--- config.mk ---
export PLATFORM = sky130hd
export DESIGN_NAME = debounce_filter_flat
export DESIGN_NICKNAME = d
export VERILOG_FILES = /design/src/rtl/debounce_filter_if.sv /design/src/rtl/debounce_filter.sv /design/src/flat_wrapper.sv
export SDC_FILE = /design/constraint.sdc
export NUM_CORES = 1
export LEC_CHECK = 0
export CAP_MARGIN = 20
export CORE_AREA = 2 2 39 41
export CTS_CLUSTER_SIZE = 16
export DETAILED_ROUTE_END_ITERATION = 16
export DIE_AREA = 0 0 41 43
export HOLD_SLACK_MARGIN = 0.05
export PLACE_DENSITY = 0.47
export SYNTH_ARGS = -nofsm -noshare
export SYNTH_HDL_FRONTEND = slang
export SYNTH_SLANG_ARGS = --single-unit
--- constraint.sdc ---
create_clock -name i_Clk -period 1.9 [get_ports i_Clk]
set_input_delay 0.38 -clock i_Clk [delete_from_list [all_inputs] [get_ports i_Clk]]
set_output_delay 0.38 -clock i_Clk [all_outputs]
set_load 0.05 [all_outputs]
--- src/rtl/debounce_filter_if.sv ---
// Switch-side signal bundle for debounce_filter: raw pin level in, filtered level and strobes out.
interface debounce_filter_if;
  logic i_Bouncy;
  logic o_Debounced;
  logic o_Rise;
  logic o_Fall;

  modport master (
    output i_Bouncy,
    input  o_Debounced,
    input  o_Rise,
    input  o_Fall
  );

  modport slave (
    input  i_Bouncy,
    output o_Debounced,
    output o_Rise,
    output o_Fall
  );
endinterface

--- src/rtl/debounce_filter.sv ---
// Switch debouncer: optional synchronizer chain, then a counter that must see DEBOUNCE_LIMIT
// consecutive differing samples before the registered level flips and a rise/fall strobe fires.
module debounce_filter #(
  parameter int DEBOUNCE_LIMIT = 20,
  parameter int SYNC_STAGES    = 2
) (
  input  logic             i_Clk,
  input  logic             i_Reset,
  debounce_filter_if.slave sw
);

  localparam int CNT_W = (DEBOUNCE_LIMIT > 1) ? $clog2(DEBOUNCE_LIMIT) : 1;
  localparam logic [CNT_W-1:0] CNT_MAX = CNT_W'(DEBOUNCE_LIMIT - 1);

  logic s_p0;

  // Stage 0: synchronizer (bypassed entirely when SYNC_STAGES is 0)
  generate
    if (SYNC_STAGES == 0) begin : g_nosync
      assign s_p0 = sw.i_Bouncy;
    end else begin : g_sync
      logic [SYNC_STAGES-1:0] sync_p0;
      always_ff @(posedge i_Clk) begin
        if (i_Reset) begin
          sync_p0 <= '0;
        end else begin
          sync_p0[0] <= sw.i_Bouncy;
          for (int i = 1; i < SYNC_STAGES; i++) begin
            sync_p0[i] <= sync_p0[i-1];
          end
        end
      end
      assign s_p0 = sync_p0[SYNC_STAGES-1];
    end
  endgenerate

  logic [CNT_W-1:0] count_p1;
  logic             deb_p1;
  logic             rise_p1;
  logic             fall_p1;

  // Stage 1: qualification counter and registered level/strobes
  always_ff @(posedge i_Clk) begin
    if (i_Reset) begin
      count_p1 <= '0;
      deb_p1   <= 1'b0;
      rise_p1  <= 1'b0;
      fall_p1  <= 1'b0;
    end else begin
      rise_p1 <= 1'b0;
      fall_p1 <= 1'b0;
      if (s_p0 == deb_p1) begin
        count_p1 <= '0;
      end else if (count_p1 == CNT_MAX) begin
        deb_p1   <= s_p0;
        count_p1 <= '0;
        rise_p1  <= s_p0;
        fall_p1  <= ~s_p0;
      end else begin
        count_p1 <= count_p1 + 1'b1;
      end
    end
  end

  assign sw.o_Debounced = deb_p1;
  assign sw.o_Rise      = rise_p1;
  assign sw.o_Fall      = fall_p1;

endmodule

--- src/flat_wrapper.sv ---
// flat-port wrapper written by rule: the top's interface ports become plain ports
module debounce_filter_flat 
#(
  parameter int DEBOUNCE_LIMIT = 20,
  parameter int SYNC_STAGES    = 2
)
  (i_Clk, i_Reset, sw_i_Bouncy, sw_o_Debounced, sw_o_Rise, sw_o_Fall);
  debounce_filter_if sw_i ();
  input  logic i_Clk;
  input  logic i_Reset;
  input wire logic [$bits(sw_i.i_Bouncy)-1:0] sw_i_Bouncy;
  output wire logic [$bits(sw_i.o_Debounced)-1:0] sw_o_Debounced;
  output wire logic [$bits(sw_i.o_Rise)-1:0] sw_o_Rise;
  output wire logic [$bits(sw_i.o_Fall)-1:0] sw_o_Fall;
  assign sw_i.i_Bouncy = sw_i_Bouncy;
  assign sw_o_Debounced = sw_i.o_Debounced;
  assign sw_o_Rise = sw_i.o_Rise;
  assign sw_o_Fall = sw_i.o_Fall;
  debounce_filter #(.DEBOUNCE_LIMIT(DEBOUNCE_LIMIT), .SYNC_STAGES(SYNC_STAGES)) u_core (.i_Clk(i_Clk), .i_Reset(i_Reset), .sw(sw_i));
endmodule
======== After elaboration in Yosys (flattened, before gate mapping) ========
Index checks and enable logic that the tools add are counted.
cells by class
  reductions and logical operators ........ 3
  bitwise operators ....................... 3
  equal/unequal tests ..................... 2
  add/sub/neg operators ................... 1
operators with widths
  kind                 count
  $reduce_or 3->1      2
  $add 5x1->5 const B  1
  $eq 5x5->1 const B   1
  $not 1->1            3
  $reduce_and 2->1     1
  $eq 1x1->1           1
storage, ports and cells
  register bits after elaboration ......... 10
  output and inout port bits .............. 3
  input bits .............................. 3

======== Longest topological paths before layout ========
  depth after elaboration ................. 3
  mapped depth ............................ 4
  mapped depth without buffers ............ 4

======== Worst setup path after synthesis ========
OpenSTA, ideal clock, no wires.
  path type ............................... register -> register
  from .................................... register u_core.deb_p1, in the netlist u_core.sw.o_Debounced
  to ...................................... register u_core.count_p1[2]
  clock period less this slack ............ 1,166 ps
  setup slack ............................. 734 ps
  library setup time ...................... 64 ps
  arrival ................................. 1,102 ps
  required time ........................... 1,836 ps
  cell stages (with the launch flop) ...... 4
  path through ............................ dfxtp_1 > xor2_1 > nand3b_1 > nor2_1
between the ends
  longest elaborated chain between the ends .. 2
RTL lines
  what                       line                   source
  start, declared            debounce_filter.sv:38  logic deb_p1;
  start signal, assigned     debounce_filter.sv:55  deb_p1 <= s_p0;
  $eq 1x1->1                 debounce_filter.sv:52  if (s_p0 == deb_p1) begin
  $reduce_or 3->1 (no line)  n/a
  end signal, assigned       debounce_filter.sv:60  count_p1 <= count_p1 + 1'b1;
  end, declared              debounce_filter.sv:37  logic [CNT_W-1:0] count_p1;
Every way passes these cells.
A chain may end at the register's enable or synchronous reset.

======== Final worst setup path ========
  from .................................... register u_core.rise_p1, in the netlist u_core.sw.o_Rise
  to ...................................... output port sw_o_Rise
RTL lines
  what                    line                   source
  start, declared         debounce_filter.sv:39  logic rise_p1;
  start signal, assigned  debounce_filter.sv:57  rise_p1 <= s_p0;
  end, declared           flat_wrapper.sv:13     output wire logic [$bits(sw_i.o_Rise)-1:0] sw_o_Rise;
No word-level cell between the ends.

==> summary.md <==
| Metric | Value |
|---|---|
| Outcome | completed |
| Final Util | 0.3436 |
| Gr usage total | 0.09899 |
| Core Footprint | 1384 µm² |
| Rows | 14 |
| Int Pwr | 0.2916 mW |
| TritonCTS clock tree | done |
| Reg clk slew, reported paths | 0.06 ns |
| Peak supply drop | 0.3458 mV |
| I/O pins | 6 |
| Largest net degree at the start of global routing | 8 |
| Routed Antenna Nets | 0 |
| Largest delay contributor family on the critical path | buffers and inverters |
| Num CTS Buffers | 3 |
| Worst Skew | 0.002970 ns |
| Net Count, Synth | 39 |
| Netlist cell types | 16 |
| Clk Latency, worst-skew pair | roughly 0.26 ns |
| Chip Height | around 43 µm |
| Post-CTS setup buffers | 0 |
| Number of antenna diodes | 0 |
| Fin Setup TNS | 0 ns |
| Area Growth Syn to Fin | 23.38% |
| Drt pass-1 iters | 2 |
| Initial antenna violation count | 0 |
| Overflow after GRT | 0 |
| Cts hold-fix bufs | 0 |
| Leakage power figure | ~0.17 nW |
| Nets | 49 |
| Vias per std cell | 4.441 |
| Fraction of layout cells with a size suffix above 1 | 0.1163 |
| Seq/Total Area, Yosys | 0.5195 |
| Clock Sinks | 10 |
| Max FO, Critical Path | 1 |
| Mapped Cells | 35 |
| Slew @ Worst Pin | between 0.4 and 0.5 ns |
| CP Capture Type | output port |
| Mapped cell area | 385.4 µm² |
| Final Hold Fails | 0 |
| DRC Markers | 0 |
| Final setup violation count | 0 |
| Combinational family with the most area after synthesis | simple AND/OR/NAND/NOR gates |
| Root buffer cell | clkbuf_4 |
| H-tree levels | 1 |
| Starting DRT DRC Count | 1 |
| Combinational power share | 0.028 |
| Mux share of post-synthesis cell area | 0.02597 |
| RSZ-0062 raised after global routing | no |
| Syn_area_per_cell | 11.01 µm² |
| Pre-CTS setup slack | 0.4336 ns |
| Clock network power share | 0.383 |
| Yosys warning total | 0 |
| Register share of total power | 0.589 |
| Max Root-Sink Buffers | 2 |
| Vias post-DR | 262 |
| XOR/XNOR Fraction of Synth Area | 0.06818 |
| Vias in the first global route | between 200 and 300 |
| FMAX | roughly 0.58 GHz |
| Data arrival time of the worst path | 1.36 ns |
| Period minus WS final | around 1.7 ns |
| Post-DP HPWL | 407.3 µm |
| Critical-path top delay cell | clkdlybuf4s50_1 |
| Hold Path Class | register to register |
| # Max-Cap Violations | 0 |
| WL final | ~600 µm |
| Buffers on Ports | 5 |
| Slew Viols, Final | 0 |
| Post-Synth Adder-Cell Area | 0.03247 |
| Buf+Inv Stages, Crit Path | 1 |
| Post-cts sizing count | 0 |
| Synth Register Bits | 10 |
| Final setup margin | 0.1632 ns |
| Crit-path cells | clkdlybuf4s50_1 |
| Fin crit share | 0.9141 |
| First-pass GRT wire length | between 1000 and 1500 µm |
| Die area | approximately 1800 µm² |
| Post-Synth Simple-Gate Area | 0.3052 |
| Slowest cell delay on critical path | between 0.7 and 0.8 ns |
| Final RePlAce weighted congestion | approximately 0.67 |
| Sw Share | 0.1976 |
| CP Launch Type | register |
| Synth Area in Compound Gates | 0.02922 |
| Initial cell density of the core | 0.2785 |
| WL/cell | 10.14 µm |
| Pwr dens | 764.3 nW/µm² |
| Die W | approximately 40 µm |
| Path type of the worst setup path | register to output port |
| CP Data Required Time | 1.52 ns |
| Slew headroom | 0.6749 |
| Net Switching | 0.07182 mW |
[flip-flops by register name, summed over array words and instances (netlist names)]
name,flops
u_core.sw.o_Debounced,1
u_core.sw.o_Fall,1
u_core.count_p1,5
u_core.g_sync.sync_p0,2
u_core.sw.o_Rise,1
[worst paths after layout]
path | from | slack (ns) | depth (start not counted) | endpoint
max | u_core.sw.o_Rise | 0.16 | 1 | sw_o_Rise
min | u_core.count_p1[0] | 0.45 | 1 | u_core.count_p1[0]
max reg2reg | u_core.count_p1[0] | 0.75 | 3 | u_core.sw.o_Fall
min reg2reg | u_core.count_p1[0] | 0.45 | 1 | u_core.count_p1[0]
[per-stage QoR]
| step | cells | total power [mW] | hold WS, ns | cell area [µm²] |
|---|---|---|---|---|
| 6_report | 59 | 0.3634 | 0.4494 | 475.5 |
| 5_1_grt | 59 | 0.3833 | 0.4663 | 475.5 |
| 4_1_cts | 59 | 0.3711 | 0.4498 | 475.5 |
| 3_5_place_dp | 56 | 0.2290 | 0.4349 | 452.9 |
| 3_3_place_gp | 56 | 0.2286 | 0.4221 | 452.9 |
| 2_1_floorplan | 35 | 0.2225 | 0.4138 | 385.4 |
[synth_stat cells]
| master | count | share of area |
|---|---|---|
| dfxtp_1 | 10 | 0.52 |
| ha_1 | 1 | 0.032 |
| o21ai_0 | 1 | 0.013 |
| nand3_1 | 1 | 0.013 |
| nor4b_1 | 2 | 0.045 |
| nand3b_1 | 2 | 0.039 |
| nor2_1 | 5 | 0.049 |
| nand4bb_4 | 1 | 0.071 |
| xnor2_1 | 1 | 0.023 |
| nand2b_1 | 1 | 0.016 |
| nor2b_1 | 3 | 0.049 |
| nand4b_1 | 1 | 0.023 |
| a31oi_1 | 1 | 0.016 |
| inv_1 | 2 | 0.019 |
| xor2_1 | 2 | 0.045 |
| mux2i_1 | 1 | 0.026 |
[cell usage in the layout (no fill, tap or decap), drive strengths merged, types with 2 or more instances in the layout]
master	instances
dfxtp	10
nor2	5
clkdlybuf4s50	4
nor2b	3
clkbuf	3
inv	2
nand3b	2
xor2	2
nor4b	2
[power groups by stage]
stage,Sequential [mW],Clock (mW),Combinational (mW)
6_report,0.214,0.139,0.0103
5_1_grt,0.214,0.158,0.0116
4_1_cts,0.214,0.147,0.0105
3_5_place_dp,0.219,0,0.0104
3_3_place_gp,0.218,0,0.0102
2_1_floorplan,0.218,0,0.00435
[area by class of cell]
| class | count | area (µm²) |
|---|---|---|
| fillers | 145 | 908.4 |
| flip-flops and latches | 10 | 200.2 |
| multi-input cells | 23 | 177.7 |
| repair buffers | 5 | 47.55 |
| clock buffers | 3 | 22.52 |
| well taps | 16 | 20.02 |
| inverters | 2 | 7.507 |
[layer usage]
metal | part of all wire | wire [µm] | GRT usage | vias up
li1 | - | - | - | 138
met4 | 0.015 | 9 | 0.1000 | 0
met2 | 0.45 | 270 | 0.1250 | 4
met5 | 0 | 0 | 0 | -
met3 | 0.032 | 19 | 0.03141 | 2
met1 | 0.50 | 298 | 0.1213 | 118
[cell families (layout without fill, tap and decap cells)]
group / after synthesis / in the layout
mux: 1 / 1
flops: 10 / 10
compound gates: 2 / 2
xor+xnor: 3 / 3
buf+inv: 2 / 10
simple gates: 16 / 16
fa+ha+maj: 1 / 1
[worst register-to-register path: stages, from the launching register on]
cell and delay, ns:
dfxtp_1 0.35, ha_1 0.29, nand4bb_4 0.15, nor4b_1 0.25
(Power assumes the default switching activity.)
